`config.mk`:
```
export PLATFORM = sky130hd
export DESIGN_NAME = time_report_tx
export DESIGN_NICKNAME = d
export VERILOG_FILES = /design/src/rtl/clock_pkg.sv /design/src/rtl/uart_tx_byte.sv /design/src/rtl/time_report_tx.sv
export SDC_FILE = /design/constraint.sdc
export NUM_CORES = 1
export LEC_CHECK = 0
export CAP_MARGIN = 20
export CORE_MARGIN = 2
export CORE_UTILIZATION = 52
export CTS_CLUSTER_DIAMETER = 150
export CTS_CLUSTER_SIZE = 20
export DETAILED_ROUTE_END_ITERATION = 6
export PLACE_DENSITY = 0.77
export SLEW_MARGIN = 25
export SYNTH_ARGS = -nofsm -noshare
export SYNTH_HDL_FRONTEND = slang
export SYNTH_SLANG_ARGS = --single-unit
```
`constraint.sdc`:
```
create_clock -name clk -period 2.85 [get_ports clk]
set_clock_uncertainty 0.05 [all_clocks]
set_input_delay 0.285 -clock clk [delete_from_list [all_inputs] [get_ports clk]]
set_output_delay 0.285 -clock clk [all_outputs]
set_load 0.01 [all_outputs]
```
`src/rtl/clock_pkg.sv`:
```
// clock_pkg - definitions shared by the digital clock blocks.
//
// Contents:
//   - field widths of the packed time and date buses
//   - bit positions of each field inside those buses
//   - ASCII constants used by the serial time reporter
//   - the state encoding of the report sequencer
//   - small helpers that turn a binary field into printable digits
//
// Bus layout:
//   time bus {hour[4:0], min[5:0], sec[5:0]}
//   date bus {day[4:0], month[3:0], year[11:0]}
package clock_pkg;

  localparam int HOUR_W  = 5;
  localparam int MIN_W   = 6;
  localparam int SEC_W   = 6;
  localparam int DAY_W   = 5;
  localparam int MONTH_W = 4;
  localparam int YEAR_W  = 12;

  localparam int TIME_W = HOUR_W + MIN_W + SEC_W;
  localparam int DATE_W = DAY_W + MONTH_W + YEAR_W;

  localparam int SEC_LSB  = 0;
  localparam int MIN_LSB  = SEC_W;
  localparam int HOUR_LSB = SEC_W + MIN_W;

  localparam int YEAR_LSB  = 0;
  localparam int MONTH_LSB = YEAR_W;
  localparam int DAY_LSB   = YEAR_W + MONTH_W;

  localparam logic [7:0] ASCII_0     = 8'h30;
  localparam logic [7:0] ASCII_COLON = 8'h3A;
  localparam logic [7:0] ASCII_DOT   = 8'h2E;
  localparam logic [7:0] ASCII_SPACE = 8'h20;
  localparam logic [7:0] ASCII_CR    = 8'h0D;
  localparam logic [7:0] ASCII_LF    = 8'h0A;

  typedef enum logic [1:0] {
    ST_IDLE,
    ST_LOAD,
    ST_SEND
  } report_state_e;

  // Two decimal digits of a 6-bit field, packed {tens, ones}. Every input
  // is below 64, so the tens digit never exceeds 6 and fits its nibble.
  function automatic logic [7:0] bcd2(input logic [5:0] v);
    return (8'(v / 6'd10) << 4) | 8'(v % 6'd10);
  endfunction

  function automatic logic [7:0] ascii_digit(input logic [3:0] d);
    return ASCII_0 | {4'd0, d};
  endfunction

endpackage

```
`src/rtl/uart_tx_byte.sv`:
```
// uart_tx_byte - 8N1 transmitter for a single byte.
//
// Parameters:
//   DIV   clock cycles per bit; must be at least 2
// Ports:
//   clk    system clock, rising edge
//   rst    asynchronous reset, active low
//   start  accepted while idle; data is captured in the same cycle
//   data   byte to send, LSB first
//   tx     serial line, idles high
//   done   one-cycle pulse in the last cycle of the stop bit
//
// The start bit appears on tx in the cycle after start. The frame is held
// in a shift register whose bit 0 drives tx directly, so tx comes straight
// from a flop, and the all-ones reset value puts the line high immediately.
module uart_tx_byte #(
  parameter int DIV = 868
) (
  input  logic       clk,
  input  logic       rst,
  input  logic       start,
  input  logic [7:0] data,
  output logic       tx,
  output logic       done
);

  localparam int CNT_W = $clog2(DIV);

  logic             active_q, active_d;
  logic [9:0]       shift_q, shift_d;
  logic [3:0]       bit_q, bit_d;
  logic [CNT_W-1:0] cnt_q, cnt_d;
  logic             bit_end;

  assign bit_end = (cnt_q == CNT_W'(DIV - 1));
  assign done    = active_q && bit_end && (bit_q == 4'd9);
  assign tx      = shift_q[0];

  // Shifting in ones leaves the register all ones after the stop bit, so
  // the line stays high between frames without a separate idle mux.
  always_comb begin
    active_d = active_q;
    shift_d  = shift_q;
    bit_d    = bit_q;
    cnt_d    = cnt_q;
    if (!active_q) begin
      if (start) begin
        active_d = 1'b1;
        shift_d  = {1'b1, data, 1'b0};
        bit_d    = 4'd0;
        cnt_d    = '0;
      end
    end else if (bit_end) begin
      cnt_d   = '0;
      shift_d = {1'b1, shift_q[9:1]};
      if (bit_q == 4'd9) begin
        active_d = 1'b0;
      end else begin
        bit_d = bit_q + 4'd1;
      end
    end else begin
      cnt_d = cnt_q + CNT_W'(1);
    end
  end

  always_ff @(posedge clk or negedge rst) begin
    if (!rst) begin
      active_q <= 1'b0;
      shift_q  <= '1;
      bit_q    <= 4'd0;
      cnt_q    <= '0;
    end else begin
      active_q <= active_d;
      shift_q  <= shift_d;
      bit_q    <= bit_d;
      cnt_q    <= cnt_d;
    end
  end

endmodule

```
`src/rtl/time_report_tx.sv`:
```
// time_report_tx - sends the current time as an ASCII line over a UART.
//
// Parameters:
//   CLK_FREQ  system clock in Hz
//   BAUD      serial bit rate; CLK_FREQ/BAUD must be at least 2
// Ports:
//   clk      system clock, rising edge
//   rst      asynchronous reset, active low
//   time_in  {hour, min, sec}, binary
//   date_in  {day, month, year}, binary; used only with DATE_REPORT_EN
//   report   one-cycle request for a single report line
//   auto_en  report automatically whenever the seconds field changes
//   tx       UART line, idles high
//   busy     high from the LOAD cycle until the last stop bit has ended
//
// Line sent: "HH:MM:SS" CR LF. When the macro DATE_REPORT_EN is defined,
// the line is prefixed with "DD.MM.YYYY ".
//
// A trigger that arrives while a line is in progress is remembered once
// and served directly after the current line; further ones are dropped.
module time_report_tx
  import clock_pkg::*;
#(
  parameter int CLK_FREQ = 100_000_000,
  parameter int BAUD     = 115200
) (
  input  logic              clk,
  input  logic              rst,
  input  logic [TIME_W-1:0] time_in,
  input  logic [DATE_W-1:0] date_in,
  input  logic              report,
  input  logic              auto_en,
  output logic              tx,
  output logic              busy
);

  localparam int DIV = CLK_FREQ / BAUD;
`ifdef DATE_REPORT_EN
  localparam int PREFIX_LEN = 11;
`else
  localparam int PREFIX_LEN = 0;
`endif
  localparam int         N_BYTES  = PREFIX_LEN + 10;
  localparam logic [4:0] LAST_IDX = 5'(N_BYTES - 1);

  report_state_e     state_q, state_d;
  logic [4:0]        idx_q, idx_d;
  logic              pending_q, pending_d;
  logic              launch_q, launch_d;
  logic [SEC_W-1:0]  sec_prev_q, sec_prev_d;
  logic [TIME_W-1:0] time_q, time_d;
  logic [TIME_W-1:0] time_src;
  logic              trigger;
  logic              start;
  logic              done;
  logic [7:0]        byte_data;
  logic [4:0]        time_idx;
  logic [7:0]        hour_bcd, min_bcd, sec_bcd;

  assign busy       = (state_q != ST_IDLE);
  assign sec_prev_d = time_in[SEC_LSB +: SEC_W];
  assign trigger    = report || (auto_en && (time_in[SEC_LSB +: SEC_W] != sec_prev_q));

  // Byte 0 is handed to the transmitter during LOAD itself, before the
  // snapshot register has been written, so in that cycle the digits come
  // straight from the inputs being captured.
  assign time_d   = (state_q == ST_LOAD) ? time_in : time_q;
  assign time_src = time_d;

  assign hour_bcd = bcd2(6'(time_src[HOUR_LSB +: HOUR_W]));
  assign min_bcd  = bcd2(time_src[MIN_LSB +: MIN_W]);
  assign sec_bcd  = bcd2(time_src[SEC_LSB +: SEC_W]);

`ifdef DATE_REPORT_EN
  logic [DATE_W-1:0] date_q, date_d;
  logic [YEAR_W-1:0] year_v;
  logic [7:0]        day_bcd, month_bcd;
  logic [3:0]        year_th, year_hu, year_te, year_on;

  assign date_d    = (state_q == ST_LOAD) ? date_in : date_q;
  assign day_bcd   = bcd2(6'(date_d[DAY_LSB +: DAY_W]));
  assign month_bcd = bcd2(6'(date_d[MONTH_LSB +: MONTH_W]));
  assign year_v    = date_d[YEAR_LSB +: YEAR_W];
  assign year_th   = 4'(year_v / 12'd1000);
  assign year_hu   = 4'((year_v / 12'd100) % 12'd10);
  assign year_te   = 4'((year_v / 12'd10) % 12'd10);
  assign year_on   = 4'(year_v % 12'd10);

  always_ff @(posedge clk or negedge rst) begin
    if (!rst) begin
      date_q <= '0;
    end else begin
      date_q <= date_d;
    end
  end
`else
  logic unused_date;
  assign unused_date = ^date_in;
`endif

  // Character for the current byte index; the time part is indexed
  // relative to the end of the optional date prefix.
  always_comb begin
    time_idx  = idx_q - 5'(PREFIX_LEN);
    byte_data = ASCII_LF;
    case (time_idx)
      5'd0:    byte_data = ascii_digit(hour_bcd[7:4]);
      5'd1:    byte_data = ascii_digit(hour_bcd[3:0]);
      5'd2:    byte_data = ASCII_COLON;
      5'd3:    byte_data = ascii_digit(min_bcd[7:4]);
      5'd4:    byte_data = ascii_digit(min_bcd[3:0]);
      5'd5:    byte_data = ASCII_COLON;
      5'd6:    byte_data = ascii_digit(sec_bcd[7:4]);
      5'd7:    byte_data = ascii_digit(sec_bcd[3:0]);
      5'd8:    byte_data = ASCII_CR;
      default: byte_data = ASCII_LF;
    endcase
`ifdef DATE_REPORT_EN
    if (idx_q < 5'(PREFIX_LEN)) begin
      case (idx_q)
        5'd0:    byte_data = ascii_digit(day_bcd[7:4]);
        5'd1:    byte_data = ascii_digit(day_bcd[3:0]);
        5'd2:    byte_data = ASCII_DOT;
        5'd3:    byte_data = ascii_digit(month_bcd[7:4]);
        5'd4:    byte_data = ascii_digit(month_bcd[3:0]);
        5'd5:    byte_data = ASCII_DOT;
        5'd6:    byte_data = ascii_digit(year_th);
        5'd7:    byte_data = ascii_digit(year_hu);
        5'd8:    byte_data = ascii_digit(year_te);
        5'd9:    byte_data = ascii_digit(year_on);
        default: byte_data = ASCII_SPACE;
      endcase
    end
`endif
  end

  // Sequencer. launch_q marks the single handover cycle after a byte's
  // done, in which the next byte is started. A trigger landing in the very
  // cycle the last byte finishes is served at once rather than left
  // pending in IDLE.
  always_comb begin
    state_d   = state_q;
    idx_d     = idx_q;
    pending_d = pending_q;
    launch_d  = 1'b0;
    start     = 1'b0;
    case (state_q)
      ST_IDLE: begin
        if (trigger) begin
          state_d = ST_LOAD;
          idx_d   = '0;
        end
      end
      ST_LOAD: begin
        start   = 1'b1;
        state_d = ST_SEND;
        if (trigger) pending_d = 1'b1;
      end
      ST_SEND: begin
        start = launch_q;
        if (trigger) pending_d = 1'b1;
        if (done) begin
          if (idx_q == LAST_IDX) begin
            if (pending_q || trigger) begin
              state_d   = ST_LOAD;
              idx_d     = '0;
              pending_d = 1'b0;
            end else begin
              state_d = ST_IDLE;
            end
          end else begin
            idx_d    = idx_q + 5'd1;
            launch_d = 1'b1;
          end
        end
      end
      default: state_d = ST_IDLE;
    endcase
  end

  always_ff @(posedge clk or negedge rst) begin
    if (!rst) begin
      state_q    <= ST_IDLE;
      idx_q      <= '0;
      pending_q  <= 1'b0;
      launch_q   <= 1'b0;
      sec_prev_q <= '0;
      time_q     <= '0;
    end else begin
      state_q    <= state_d;
      idx_q      <= idx_d;
      pending_q  <= pending_d;
      launch_q   <= launch_d;
      sec_prev_q <= sec_prev_d;
      time_q     <= time_d;
    end
  end

  uart_tx_byte #(
    .DIV(DIV)
  ) u_uart_tx_byte (
    .clk  (clk),
    .rst  (rst),
    .start(start),
    .data (byte_data),
    .tx   (tx),
    .done (done)
  );

endmodule

```
==> results by group <==
Synthesis
  • Syn nets: 505
  • Post-Syn Instances: 446
  • Synth Cell Area: 4090 µm²
  • Synth top area share: 28.8%
  • #FFs+latches synth: 56
  • Synth Warn #: 0
  • Synth top area cells: dfrtp_1 29%, dfstp_2 5.8%, ha_1 5.2%
  • Ys async rst share: 100%
  • Number of synthesized flops with an enable pin: 0
  • Main flop type after synthesis: dfrtp_1
  • Synth cell types: 81
  • Synth area leader: dfrtp_1
  • Sequential fraction of the synthesis area: 34.6%
  • Syn avg cell area: 9.16 µm²

Setup path
  • Startpoint types: flip-flop
  • R2R Path Start: state_q[1]$_DFFE_PN0P_
  • CP arrival: 3.01 ns
  • Flop-to-flop setup slack: 0.02 ns
  • Register-to-Register Path Depth: 13
  • Crit path required time: 3.02 ns
  • Crit path max fanout: 7
  • CP endpoint kind: flip-flop
  • Reg-to-Reg End: u_uart_tx_byte.shift_q[2]$_DFFE_PN1P_
  • Worst Setup Path Type: flip-flop to flip-flop

Placed design
  • I/O Buffers: 22
  • Area post-placement: 4750 µm²
  • Gpl congestion: 0.873
  • DP HPWL: 6990 µm

Route
  • DRC Markers: 0
  • Routed Antenna Nets: 0
  • Starting DRT DRC Count: 268
  • DR WL/cell: 15.4 µm
  • Vias: 3675
  • Post-Route WL: 9680 µm
  • Via density: 5.86
  • Drt pass-1 iters: 5

Timing
  • RSZ-0062 raised after global routing: yes
  • Worst slew pin tran: 0.749 ns
  • FMAX: 0.353 GHz
  • Final hold violation count: 0
  • Period utilization: 99.4%
  • Minimum clock period: 2.83 ns
  • Slew HR: 49.4%
  • Final setup fails: 0
  • Max-slew violation count: 0

Run status
  • Status: completed

Global routing
  • Largest net degree at the start of global routing: 29
  • First-pass GRT wire length: 16000 µm
  • Total grt overflow: 0
  • Gr usage total: 22.9%
  • Initial antenna violation count: 0
  • Vias in the first global route: 3498

Floorplanning
  • # rows: 32
  • Initial Util: 53.1%
  • Die X: 92.6 µm
  • Die ar.: 8580 µm²
  • Chip Height: 92.6 µm
  • Area of the core: 7690 µm²
  • Num ports: 44

Layout
  • Most common cell after layout, fill and taps aside: buf_4
  • Most frequent cells in the layout: 59 x buf_4, 47 x dfrtp_1, 38 x nand2_1
  • Final #Nets: 583
  • Finished Core Util: 66.1%
  • Area growth syn-to-layout: 24.5%
  • Cell area after layout: 5080 µm²
  • Share of cells above drive strength 1: 28.2%
  • Ant. Diodes: 0

Clock network
  • H-tree levels: 2
  • Clock transition at the registers of the reported paths: 0.11 ns
  • Clock Latency Late Sink: 0.32 ns
  • Inserted Clock Buffers: 5
  • CTS Sinks: 56
  • CTS tree: done
  • CTS root buf: clkbuf_8
  • CTS max path bufs: 2

Hold path
  • Worst Hold Class: input pin to asynchronous set/reset pin

Pwr
  • Static Leak: 2.14 nW
  • Max VDD drop: 0.000787 V
  • Pwr per Cell Area: 1230 nW/µm²

Run
  • Max_cap viols: 0
==> sequential cells by signal, indices dropped and copies added, names as in the netlist <==
| name | count |
|---|---|
| time_q | 17 |
| sec_prev_q | 6 |
| u_uart_tx_byte.shift_q | 9 |
| launch_q | 1 |
| pending_q | 1 |
| u_uart_tx_byte.active_q | 1 |
| u_uart_tx_byte.bit_q | 4 |
| state_q | 2 |
| u_uart_tx_byte.cnt_q | 10 |
| idx_q | 5 |
==> stage by stage <==
stage	power, mW	std cells	worst slack (ns)	setup TNS (ns)	hold slack, ns
finish	6.27	627	0.0178	0	0.307
global route	6.77	627	-0.0972	-0.264	0.332
floorplan	4.04	446	0.00966	0	-0.0606
CTS	5.77	619	-0.0224	-0.0224	0.313
global placement	5.09	606	0.0381	0	0.121
detailed placement	5.24	606	-0.0781	-0.114	0.128
==> synth_stat cells (all sizes together) (4+ instances only) <==
cell type	count
nand2b	10
nand4	6
dfstp	9
nand2	38
nor2	34
ha	17
nor2b	6
clkbuf	9
a21o	5
o21ai	39
mux2	10
o211ai	4
a211oi	7
xor2	9
nor3	12
o31ai	4
mux2i	16
xnor2	7
and3	6
buf	8
nand3	16
a21oi	27
a22o	4
dfrtp	47
a221oi	4
a31oi	6
inv	29
==> repair_timing <==
action                     in CTS  in global routing
pin swaps                       1                 21
setup endpoints to repair       4                  4
setup buffers                   4                  9
resized for setup               1                 33
hold endpoints to repair        9                  0
hold buffers                    1                  0
==> critical path, stage by stage, from the launching register on <==
cell      delay (ns)
dfrtp_1         0.40
inv_2           0.08
ha_4            0.14
buf_12          0.14
mux2_4          0.33
ha_4            0.27
mux2i_1         0.06
mux2i_1         0.26
o211ai_1        0.17
and2_4          0.19
xnor2_2         0.14
nand2_1         0.06
and4_1          0.23
a31oi_1         0.22
==> cell type report <==
| type | count | area (µm²) |
|---|---|---|
| clock buffer | 6 | 72.6 |
| clock inverter | 2 | 16.3 |
| fill | 625 | 2600 |
| inverter | 29 | 111 |
| multi-input combinational | 344 | 2580 |
| sequential | 56 | 1410 |
| tap | 102 | 128 |
| timing repair buffer | 88 | 766 |
==> layer usage <==
layer  vias to the layer above  wire length [µm]  GRT usage (%)  share of wire [%]
met5                         -                 0              0                  0
met4                         0               191           8.46                2.0
met3                        24               463           3.42                4.8
met2                        94              4640           36.7                 48
met1                      1771              4390           31.4                 45
li1                       1786                 -              -                  -
==> power breakdown <==
group          switching, mW  leakage (nW)  internal, mW
clock network          0.267        0.0414         0.176
logic                   2.27          1.43          2.23
registers              0.243         0.674          1.09
total                   2.78          2.14          3.49
==> kinds of logic after synthesis <==
group	Yosys count	share of synthesized area, %
and+or+nand+nor	154	20.2
AOI/OAI and AO/OA	131	22.2
DFF	56	34.6
buffers and inverters	46	6.09
muxes	26	8.30
adders and majority gates	17	5.21
xor gates and xnor gates	16	3.43
==> worst max path at each step <==
| stage | to | cells after the start | from |
|---|---|---|---|
| 6_report | u_uart_tx_byte.shift_q[2]$_DFFE_PN1P_ | 13 | state_q[1]$_DFFE_PN0P_ |
| 5_1_grt | u_uart_tx_byte.shift_q[2]$_DFFE_PN1P_ | 13 | state_q[1]$_DFFE_PN0P_ |
| 4_1_cts | u_uart_tx_byte.shift_q[2]$_DFFE_PN1P_ | 13 | state_q[1]$_DFFE_PN0P_ |
| 3_5_place_dp | u_uart_tx_byte.shift_q[2]$_DFFE_PN1P_ | 13 | state_q[1]$_DFFE_PN0P_ |
| 3_3_place_gp | u_uart_tx_byte.shift_q[2]$_DFFE_PN1P_ | 14 | state_q[1]$_DFFE_PN0P_ |
| 2_1_floorplan | u_uart_tx_byte.shift_q[2]$_DFFE_PN1P_ | 16 | state_q[1]$_DFFE_PN0P_ |
(Power assumes the default switching activity.)
==> patch (same settings) <==
Re-encode `report_state_e` (3 states) as one-hot, 3 bits wide.
--- a/src/rtl/clock_pkg.sv
+++ b/src/rtl/clock_pkg.sv
@@ -38,8 +38,8 @@
   localparam logic [7:0] ASCII_LF    = 8'h0A;
 
-  typedef enum logic [1:0] {
-    ST_IDLE,
-    ST_LOAD,
-    ST_SEND
+  typedef enum logic [2:0] {
+    ST_IDLE = 3'b001,
+    ST_LOAD = 3'b010,
+    ST_SEND = 3'b100
   } report_state_e;
 
Behaviour: same outputs for any inputs over 10 cycles, from zero or initial values and one cycle with rst low; not proved beyond that.
==> patch against the unedited design <==
The run now ends with setup timing left; cell count rose by 1.9%; setup slack got worse by 430 ps; via count rose by 5.3%; total power rose by 4.3%; combinational power fell by 3%; synthesized area fell by 3.4%; final area rose by 2.2%; sequential cell count rose by 1; wire length rose by 12%; critical path type unchanged; largest cell class unchanged; highest routed layer unchanged.
==> patch: results <==
set metrics [dict create \
    status "complete, but fails checks" \
    failed_checks "setup timing" \
    finalSetupViolCount 4 \
    place_ws_ps -428 \
    cts_buffers 9 \
    hpwlAfterDp_um 7610 \
    cp_max_fo 5 \
    ys_top_cells_by_count "nand2_1 (58), dfrtp_1 (47), o21ai_0 (30), nor2_1 (28), a21oi_1 (23)" \
    drive_gt1_share_pct 28.0 \
    cts_resized 14 \
    grt_usage_pct 26.4 \
    n_fill_cell 544 \
    r2r_cells 14 \
    synth.distinct_cells 70 \
    synth-xor-area-share_pct 3.55 \
    cp_slowest_cell "dfstp_2" \
    synth_area_leaders "dfrtp_1 (30%), dfstp_2 (6.7%), nand2_1 (5.5%)" \
    viasPerCell 6.05 \
    cellLeakagePower_nw 2.23 \
    synthAdderAreaFrac_pct 4.76 \
    wl_per_cell_um 17.0 \
    netSwitchingPower_mw 2.77 \
    setup_ws_ps -407 \
    irDropWorstVdd_v 0.000891 \
    gp_congestion 0.908 \
    avgSynthCellArea_um2 8.89 \
    htree_num_levels 3 \
    synthesis.nets 501 \
    fin_nets 592 \
    total_power_mw 6.54 \
    power_clock_mw 0.858 \
    met1_usage_pct 34.6 \
    dp.cells 614 \
    met2_usage_pct 44.2 \
    cp_top_family "compound AO/OA/AOI/OAI gates" \
    yosysSeqAreaShare_pct 36.5 \
    arrival_ps 3480 \
    grt_max_degree 39 \
]
[patch: changes by cell type in the layout (fill, tap and decap cells not counted), moves of 4 or more]
| cell | before | now |
|---|---|---|
| nor3_1 | 9 | 5 |
| nand2_1 | 38 | 54 |
| o21ai_1 | 7 | 2 |
| nand2_2 | 0 | 4 |
| nor2_2 | 4 | 0 |
| o211ai_1 | 4 | 8 |
| clkbuf_8 | 5 | 9 |
| mux2i_2 | 1 | 6 |
| buf_4 | 59 | 68 |
[patch: cell type report]
cell class | instances | area, µm² | area share (%)
clock buffers | 9 | 124 | 2.38
clock inverters | 7 | 93.8 | 1.81
inverters | 24 | 90.1 | 1.73
multi-input cells | 349 | 2560 | 49.2
flip-flops and latches | 57 | 1440 | 27.7
well taps | 99 | 124 | 2.38
repair buffers | 94 | 769 | 14.8
[patch: per-layer routing]
layer	share of wire [%]	wire [µm]	up-vias
li1	-	-	1819
met1	44	4770	1901
met2	50	5400	126
met3	4.7	510	23
met4	1.6	179	0
met5	0	0	-
